[config.mk]
export PLATFORM = sky130hd
export DESIGN_NAME = pts_wrapper
export DESIGN_NICKNAME = d
export VERILOG_FILES = /design/src/rtl/pts_pkg.sv /design/src/rtl/pts_index_counter.sv /design/src/rtl/pts_wrapper.sv
export SDC_FILE = /design/constraint.sdc
export NUM_CORES = 2
export LEC_CHECK = 0
export CORE_AREA = 2 2 309 311
export CTS_BUF_LIST = sky130_fd_sc_hd__clkbuf_8
export CTS_CLUSTER_DIAMETER = 40
export DETAILED_ROUTE_END_ITERATION = 16
export DIE_AREA = 0 0 311 313
export SKIP_CTS_REPAIR_TIMING = 1
export SYNTH_ARGS = -nofsm -noshare
export SYNTH_HDL_FRONTEND = slang
export SYNTH_SLANG_ARGS = --single-unit
export TNS_END_PERCENT = 30
[constraint.sdc]
create_clock -name clk -period 4.15 [get_ports clk]
set_input_delay 1.245 -clock clk [delete_from_list [all_inputs] [get_ports clk]]
set_output_delay 1.245 -clock clk [all_outputs]
set_load 0.02 [all_outputs]
[src/rtl/pts_pkg.sv]
// Shared types and defaults for the pts_wrapper parallel-to-serial converter.
// The optional load-collision flag is controlled by the PTS_LOAD_ERR_EN macro.
package pts_pkg;

    localparam int NUM_WORDS_DEF = 48;
    localparam int WORD_W_DEF    = 16;

    typedef enum logic {
        IDLE = 1'b0,
        SEND = 1'b1
    } pts_state_t;

    typedef logic [NUM_WORDS_DEF-1:0][WORD_W_DEF-1:0] pts_frame_t;

endpackage : pts_pkg

[src/rtl/pts_index_counter.sv]
// Word index register for the serializer: synchronous clear, advance on an accepted
// transfer, and a terminal-count flag for the final word of the frame.
module pts_index_counter #(
    parameter  int NUM_WORDS = 48,
    localparam int IDX_W     = $clog2(NUM_WORDS)
) (
    input  logic             clk,
    input  logic             n_rst,
    input  logic             clr,
    input  logic             en,
    output logic [IDX_W-1:0] idx,
    output logic             tc
);

    localparam logic [IDX_W-1:0] LAST_IDX = IDX_W'(NUM_WORDS - 1);

    logic [IDX_W-1:0] idx_q;
    logic [IDX_W-1:0] idx_d;

    assign tc  = (idx_q == LAST_IDX);
    assign idx = idx_q;

    // The last word returns the index to 0, so it never runs past NUM_WORDS-1.
    always_comb begin
        idx_d = idx_q;
        if (clr) begin
            idx_d = '0;
        end else if (en) begin
            idx_d = tc ? '0 : idx_q + IDX_W'(1);
        end
    end

    // NOTE: state registers use non-blocking (<=) so every flop samples pre-edge values.
    always_ff @(posedge clk or negedge n_rst) begin
        if (!n_rst) begin
            idx_q <= '0;
        end else begin
            idx_q <= idx_d;
        end
    end

endmodule : pts_index_counter

[src/rtl/pts_wrapper.sv]
// Captures a NUM_WORDS frame in one cycle and streams it word 0 first on a valid/ready port.
// Define PTS_LOAD_ERR_EN to add a sticky load_err flag for strobes that arrive while busy.
module pts_wrapper
    import pts_pkg::*;
#(
    parameter int NUM_WORDS = NUM_WORDS_DEF,
    parameter int WORD_W    = WORD_W_DEF
) (
    input  logic                             clk,
    input  logic                             n_rst,
    input  logic                             load_strobe,
    input  logic [NUM_WORDS-1:0][WORD_W-1:0] data_par,
    input  logic                             out_ready,
    output logic [WORD_W-1:0]                serial_out,
    output logic                             out_valid,
    output logic                             out_last,
    output logic                             busy,
    output logic                             done
`ifdef PTS_LOAD_ERR_EN
    ,
    output logic                             load_err
`endif
);

    localparam int IDX_W = $clog2(NUM_WORDS);

    pts_state_t                       state_q, state_d;
    logic [NUM_WORDS-1:0][WORD_W-1:0] frame_q, frame_d;
    logic                             done_q, done_d;
    logic [IDX_W-1:0]                 idx;
    logic                             idx_tc;
    logic                             idx_clr;
    logic                             xfer;
    logic                             sending;

    assign sending = (state_q == SEND);
    assign xfer    = sending && out_ready;

    pts_index_counter #(
        .NUM_WORDS (NUM_WORDS)
    ) u_idx (
        .clk   (clk),
        .n_rst (n_rst),
        .clr   (idx_clr),
        .en    (xfer),
        .idx   (idx),
        .tc    (idx_tc)
    );

    // NOTE: every signal driven here gets a default first, so no path can infer a latch.
    always_comb begin
        state_d = state_q;
        frame_d = frame_q;
        done_d  = 1'b0;
        idx_clr = 1'b0;
        unique case (state_q)
            IDLE: begin
                if (load_strobe) begin
                    frame_d = data_par;
                    idx_clr = 1'b1;
                    state_d = SEND;
                end
            end
            SEND: begin
                // Strobes are ignored here; the buffer only changes from IDLE.
                if (xfer && idx_tc) begin
                    state_d = IDLE;
                    done_d  = 1'b1;
                end
            end
            default: state_d = IDLE;
        endcase
    end

    // NOTE: the frame buffer is reset along with the control state so that no
    // stale frame contents survive a reset; it is small enough to live in flops.
    always_ff @(posedge clk or negedge n_rst) begin
        if (!n_rst) begin
            state_q <= IDLE;
            frame_q <= '0;
            done_q  <= 1'b0;
        end else begin
            state_q <= state_d;
            frame_q <= frame_d;
            done_q  <= done_d;
        end
    end

    assign busy       = sending;
    assign out_valid  = sending;
    assign out_last   = sending && idx_tc;
    assign serial_out = sending ? frame_q[idx] : '0;
    assign done       = done_q;

`ifdef PTS_LOAD_ERR_EN
    logic load_err_q, load_err_d;

    always_comb begin
        load_err_d = load_err_q | (load_strobe & sending);
    end

    always_ff @(posedge clk or negedge n_rst) begin
        if (!n_rst) begin
            load_err_q <= 1'b0;
        end else begin
            load_err_q <= load_err_d;
        end
    end

    assign load_err = load_err_q;
`endif

endmodule : pts_wrapper

==> results <==
- The run finished, with violations left.
- The checks that failed: setup timing.
- Once the floorplan was initialized, standard cells occupied 37.0% of the core.
- For the worst setup path, the data required time is 2.90 ns.
- The number of nets still failing antenna checks after routing is 0.
- Entering global routing, the biggest net connects 108 pins.
- OpenSTA, run right after detailed placement, puts the worst setup slack at -0.558 ns.
- The synthesized netlist devotes 1.04% of its cell area to simple gates.
- The main flop type after synthesis is sky130_fd_sc_hd__dfrtp_1.
- Per report_power, the sequential group accounts for 35.8% of the total.
- Of the total synthesized cell area, the portion taken by XOR and XNOR cells is 0.0251%.
- The final weighted congestion of routability-driven global placement is 0.898.
- After detailed routing, the number of vias per cell comes to 5.27.
- The first global-routing pass estimated 187 mm of wire.
- The post-route core utilization is 52.3%.
- For this run, global-route usage on met3 was measured as 7.59%.
- Net switching is 31.2% of the power.
- For the worst-skew pair, the clock arrives at the later sink with an insertion delay of 0.80 ns.
- The type of destination of the critical path is a primary output.
- The cell area after placement is 45100 sq um.
- The part of the power in the clock network is 33.0%.
- The combinational share of power is 31.2%.
- At the end of the flow, the number of nets in the layout was 3885.
- Setup repair after global routing could not meet its margin everywhere.
- The routed design has 131 mm of wire.
- After global routing, the most crowded layer is met2.
- For the worst setup path, the data arrival time is 3.40 ns.
- The hold slack is 0.457 ns.
- Summed over all cells, the static leakage comes to 20.6 nW.
- The share of Yosys cell area claimed by the top area cell type is 55.7%.
- Across the VDD grid, the largest voltage drop is 0.254 mV.
- The path class of the tightest hold or removal check is input port to async pin.
- The number of antenna violations at the first check in global routing came to 32.
- The average cell area after synthesis is 16.1 sq um.
- The core region is 94200 sq um.
- For this run, the number of Yosys warnings is 0.
- The global routing met1 resource utilization is 32.5%.
- The global-route total usage across every layer is 26.8%.
- The number of clock sinks seen by CTS is 776.
- The number of placed instances, taps included is 4209.
- The tree is rooted in a sky130_fd_sc_hd__clkbuf_8.
- The buffer depth of the longest clock path is 3.
- The most frequently used cell type in the post-synthesis netlist is sky130_fd_sc_hd__mux2_2.
- After filler insertion, the fill cell instance count of the layout stands at 7929.
- The growth of design area from synthesis to finish is 41.2%.
- The boundary pin count is 792.
- The smallest clock period supported by the final layout is computed as 4.65 ns.
- The proportion of synthesized chip area in sequential cells is 55.7%.
- The adder-cell share of the synthesized area is 0.0359%.
- The CTS clock-pin slew for the worst setup and hold paths is 0.06 ns.
- From left edge to right edge, the die measures 311 um.
- The worst setup path is of the flip-flop to primary output kind.
- Between clock sinks in the finished design, the worst skew comes to 0.0245 ns.
- The hold violation count in the final report came to 0.
- The worst pin sits at a relative slew slack of 52.4%.
- Internal power comes to 17.4 mW.
- Summing the areas of all compound-gate instances in the mapped netlist gives 2.32% of the synthesized area.
- The final worst slack is -0.497 ns.
- The startpoint type of the worst setup path is a flip-flop.
- For the final routed database, the setup TNS stands at -6.74 ns.
- The distinct cell type count after synthesis is 42.
- For this run, the number of standard cells in the final layout without fillers is 4499.
- The die covers 97300 sq um.
- The post-route netlist has 44.3% of its cells at a drive strength greater than 1.
- The count of H-tree levels built during CTS is 4.
- The global route total overflow is 0.
- The net switching power of the design is 7.90 mW.
- The total of endpoints with negative setup slack in the final report is 16.
- The met2 usage in global routing is 45.1%.
- The number of iterations in the first detailed-routing pass is 5.
- The slew at the pin with the worst max-slew slack is 0.714 ns.
- Counting flops with a built-in enable in the synthesized netlist gives 0.
- The portion of netlist area occupied by mux cells is 38.5%.
- The via count of the first global-routing pass is 26300.
- Counting the buffers created by CTS gives 151.
- The tool flagged a number of max-cap violations equal to 0.
- Of the available clock period, the critical path in the final layout requires 112%.
- The post-detailed-placement half-perimeter wirelength is 102 mm.
- Measured along the y axis, the die boundary spans 313 um.
- The final-report max-slew violation count is 0.
- The post-synthesis cell type with the largest combined area is sky130_fd_sc_hd__dfrtp_1.
- The total power is 25.3 mW.
- TritonCTS built the clock tree.
- After detailed routing, the number of remaining DRC violations is 0.
- For this run, asynchronously set or reset flops after synthesis account for 100%.
- The top achievable clock speed is 215 MHz.
- The dominant combinational cell family by area after synthesis is multiplexers.
- The post-synthesis cell area is 34900 sq um.
- In this run the worst path has a maximum fanout of 7.
- The total number of placement rows is 113.
- The synthesized netlist net count is 2938.
- In the synthesized netlist, the cells that appear most often are sky130_fd_sc_hd__mux2_2 (784), sky130_fd_sc_hd__dfrtp_1 (776), sky130_fd_sc_hd__mux4_2 (171), sky130_fd_sc_hd__clkbuf_1 (91), sky130_fd_sc_hd__mux2i_1 (75).
- Buffers placed on the I/O ports in this run total 791.
- The routed layout has 23700 vias.
- The cell area power density is 514 nW/um^2.
- Measured in cells, the most critical reg-to-reg path has a length of 5.
- The flip-flop and latch count after synthesis is 776.
- Synthesis produced a netlist whose cell count is 2165.
- Sorting the synthesized cells by area gives the leading types as sky130_fd_sc_hd__dfrtp_1 (56%), sky130_fd_sc_hd__mux2_2 (25%), sky130_fd_sc_hd__mux4_2 (11%), sky130_fd_sc_hd__mux2i_1 (2.2%), sky130_fd_sc_hd__clkbuf_1 (0.98%).
- After the first detailed-routing iteration, the DRC count stood at 1545.
- After detailed routing, the average wire length per cell comes to 29.2 um.
- The cell area after layout is 49300 sq um.
## cell families (layout without fill, tap and decap cells)
family          after synthesis  in the layout
xor+xnor                      1              1
fa+ha+maj                     1              1
other cells                   0             14
simple gates                 74             74
mux                        1030           1030
compound gates              106            106
flops                       776            776
buf+inv                     177           1232
## metal layers
metal | share of wire (%) | vias up
met3 | 6.7 | 237
li1 | - | 10100
met5 | 0.18 | -
met4 | 3.6 | 36
met1 | 40 | 12400
met2 | 50 | 866
## path summary, 6_finish.rpt
check                                    startpoint                  endpoint  slack [ns]
setup / recovery           u_idx.idx[0]$_DFFE_PN0P_             serial_out[2]       -0.50
hold reg to reg             frame_q[18]$_DFFE_PN0P_   frame_q[18]$_DFFE_PN0P_        0.50
max in group asynchronous                     n_rst   frame_q[78]$_DFFE_PN0P_        2.58
hold / removal                                n_rst   frame_q[22]$_DFFE_PN0P_        0.46
setup reg to reg                     busy$_DFF_PN0_  frame_q[619]$_DFFE_PN0P_        2.00
min in group clk            frame_q[18]$_DFFE_PN0P_   frame_q[18]$_DFFE_PN0P_        0.50
## power groups by stage
stage               clock network [mW]  logic (mW)  registers [mW]
finish                            8.36        7.91            9.06
floorplan                            0        3.60            8.86
detailed placement                   0        7.34            9.18
global placement                     0        7.29            9.15
CTS                               8.55        7.37            9.05
global route                      8.93        8.28            9.16
## worst max-delay path, stage by stage (launching register included)
cell                       delay (ns)
sky130_fd_sc_hd__dfrtp_4         0.54
sky130_fd_sc_hd__buf_12          0.18
sky130_fd_sc_hd__buf_12          0.13
sky130_fd_sc_hd__buf_12          0.13
sky130_fd_sc_hd__buf_12          0.13
sky130_fd_sc_hd__mux4_2          0.48
sky130_fd_sc_hd__mux2_2          0.34
sky130_fd_sc_hd__a221oi_2        0.33
sky130_fd_sc_hd__o32ai_1         0.14
sky130_fd_sc_hd__buf_4           0.18
## layout make-up
type	count	area, sq um	share of cell area [%]
inverters	16	73.8	0.150
diodes	14	35.0	0.0711
clock inverters	75	736	1.49
repair buffers	955	9790	19.9
well taps	1265	1580	3.21
clock buffers	186	2560	5.20
multi-input cells	1212	15100	30.6
flip-flops and latches	776	19400	39.4
## cell usage in the layout (no fill, tap or decap), drive strengths merged, types with 11 or more instances in the layout
| cell | instances |
|---|---|
| clkinv | 17 |
| mux4 | 171 |
| nor2b | 11 |
| bufinv | 15 |
| diode | 14 |
| nor2 | 21 |
| clkinvlp | 11 |
| clkdlybuf4s50 | 773 |
| inv | 48 |
| nand2 | 17 |
| buf | 175 |
| dfrtp | 776 |
| clkbuf | 193 |
| mux2 | 784 |
| o22ai | 21 |
| o221ai | 15 |
| o32ai | 13 |
| mux2i | 75 |
| a2111oi | 18 |
## sequential cells by signal (all words and copies together) (netlist names)
| register | cells |
|---|---|
| done | 1 |
| frame_q | 768 |
| u_idx.idx | 6 |
| busy | 1 |
Power figures use the tool's default switching activity.
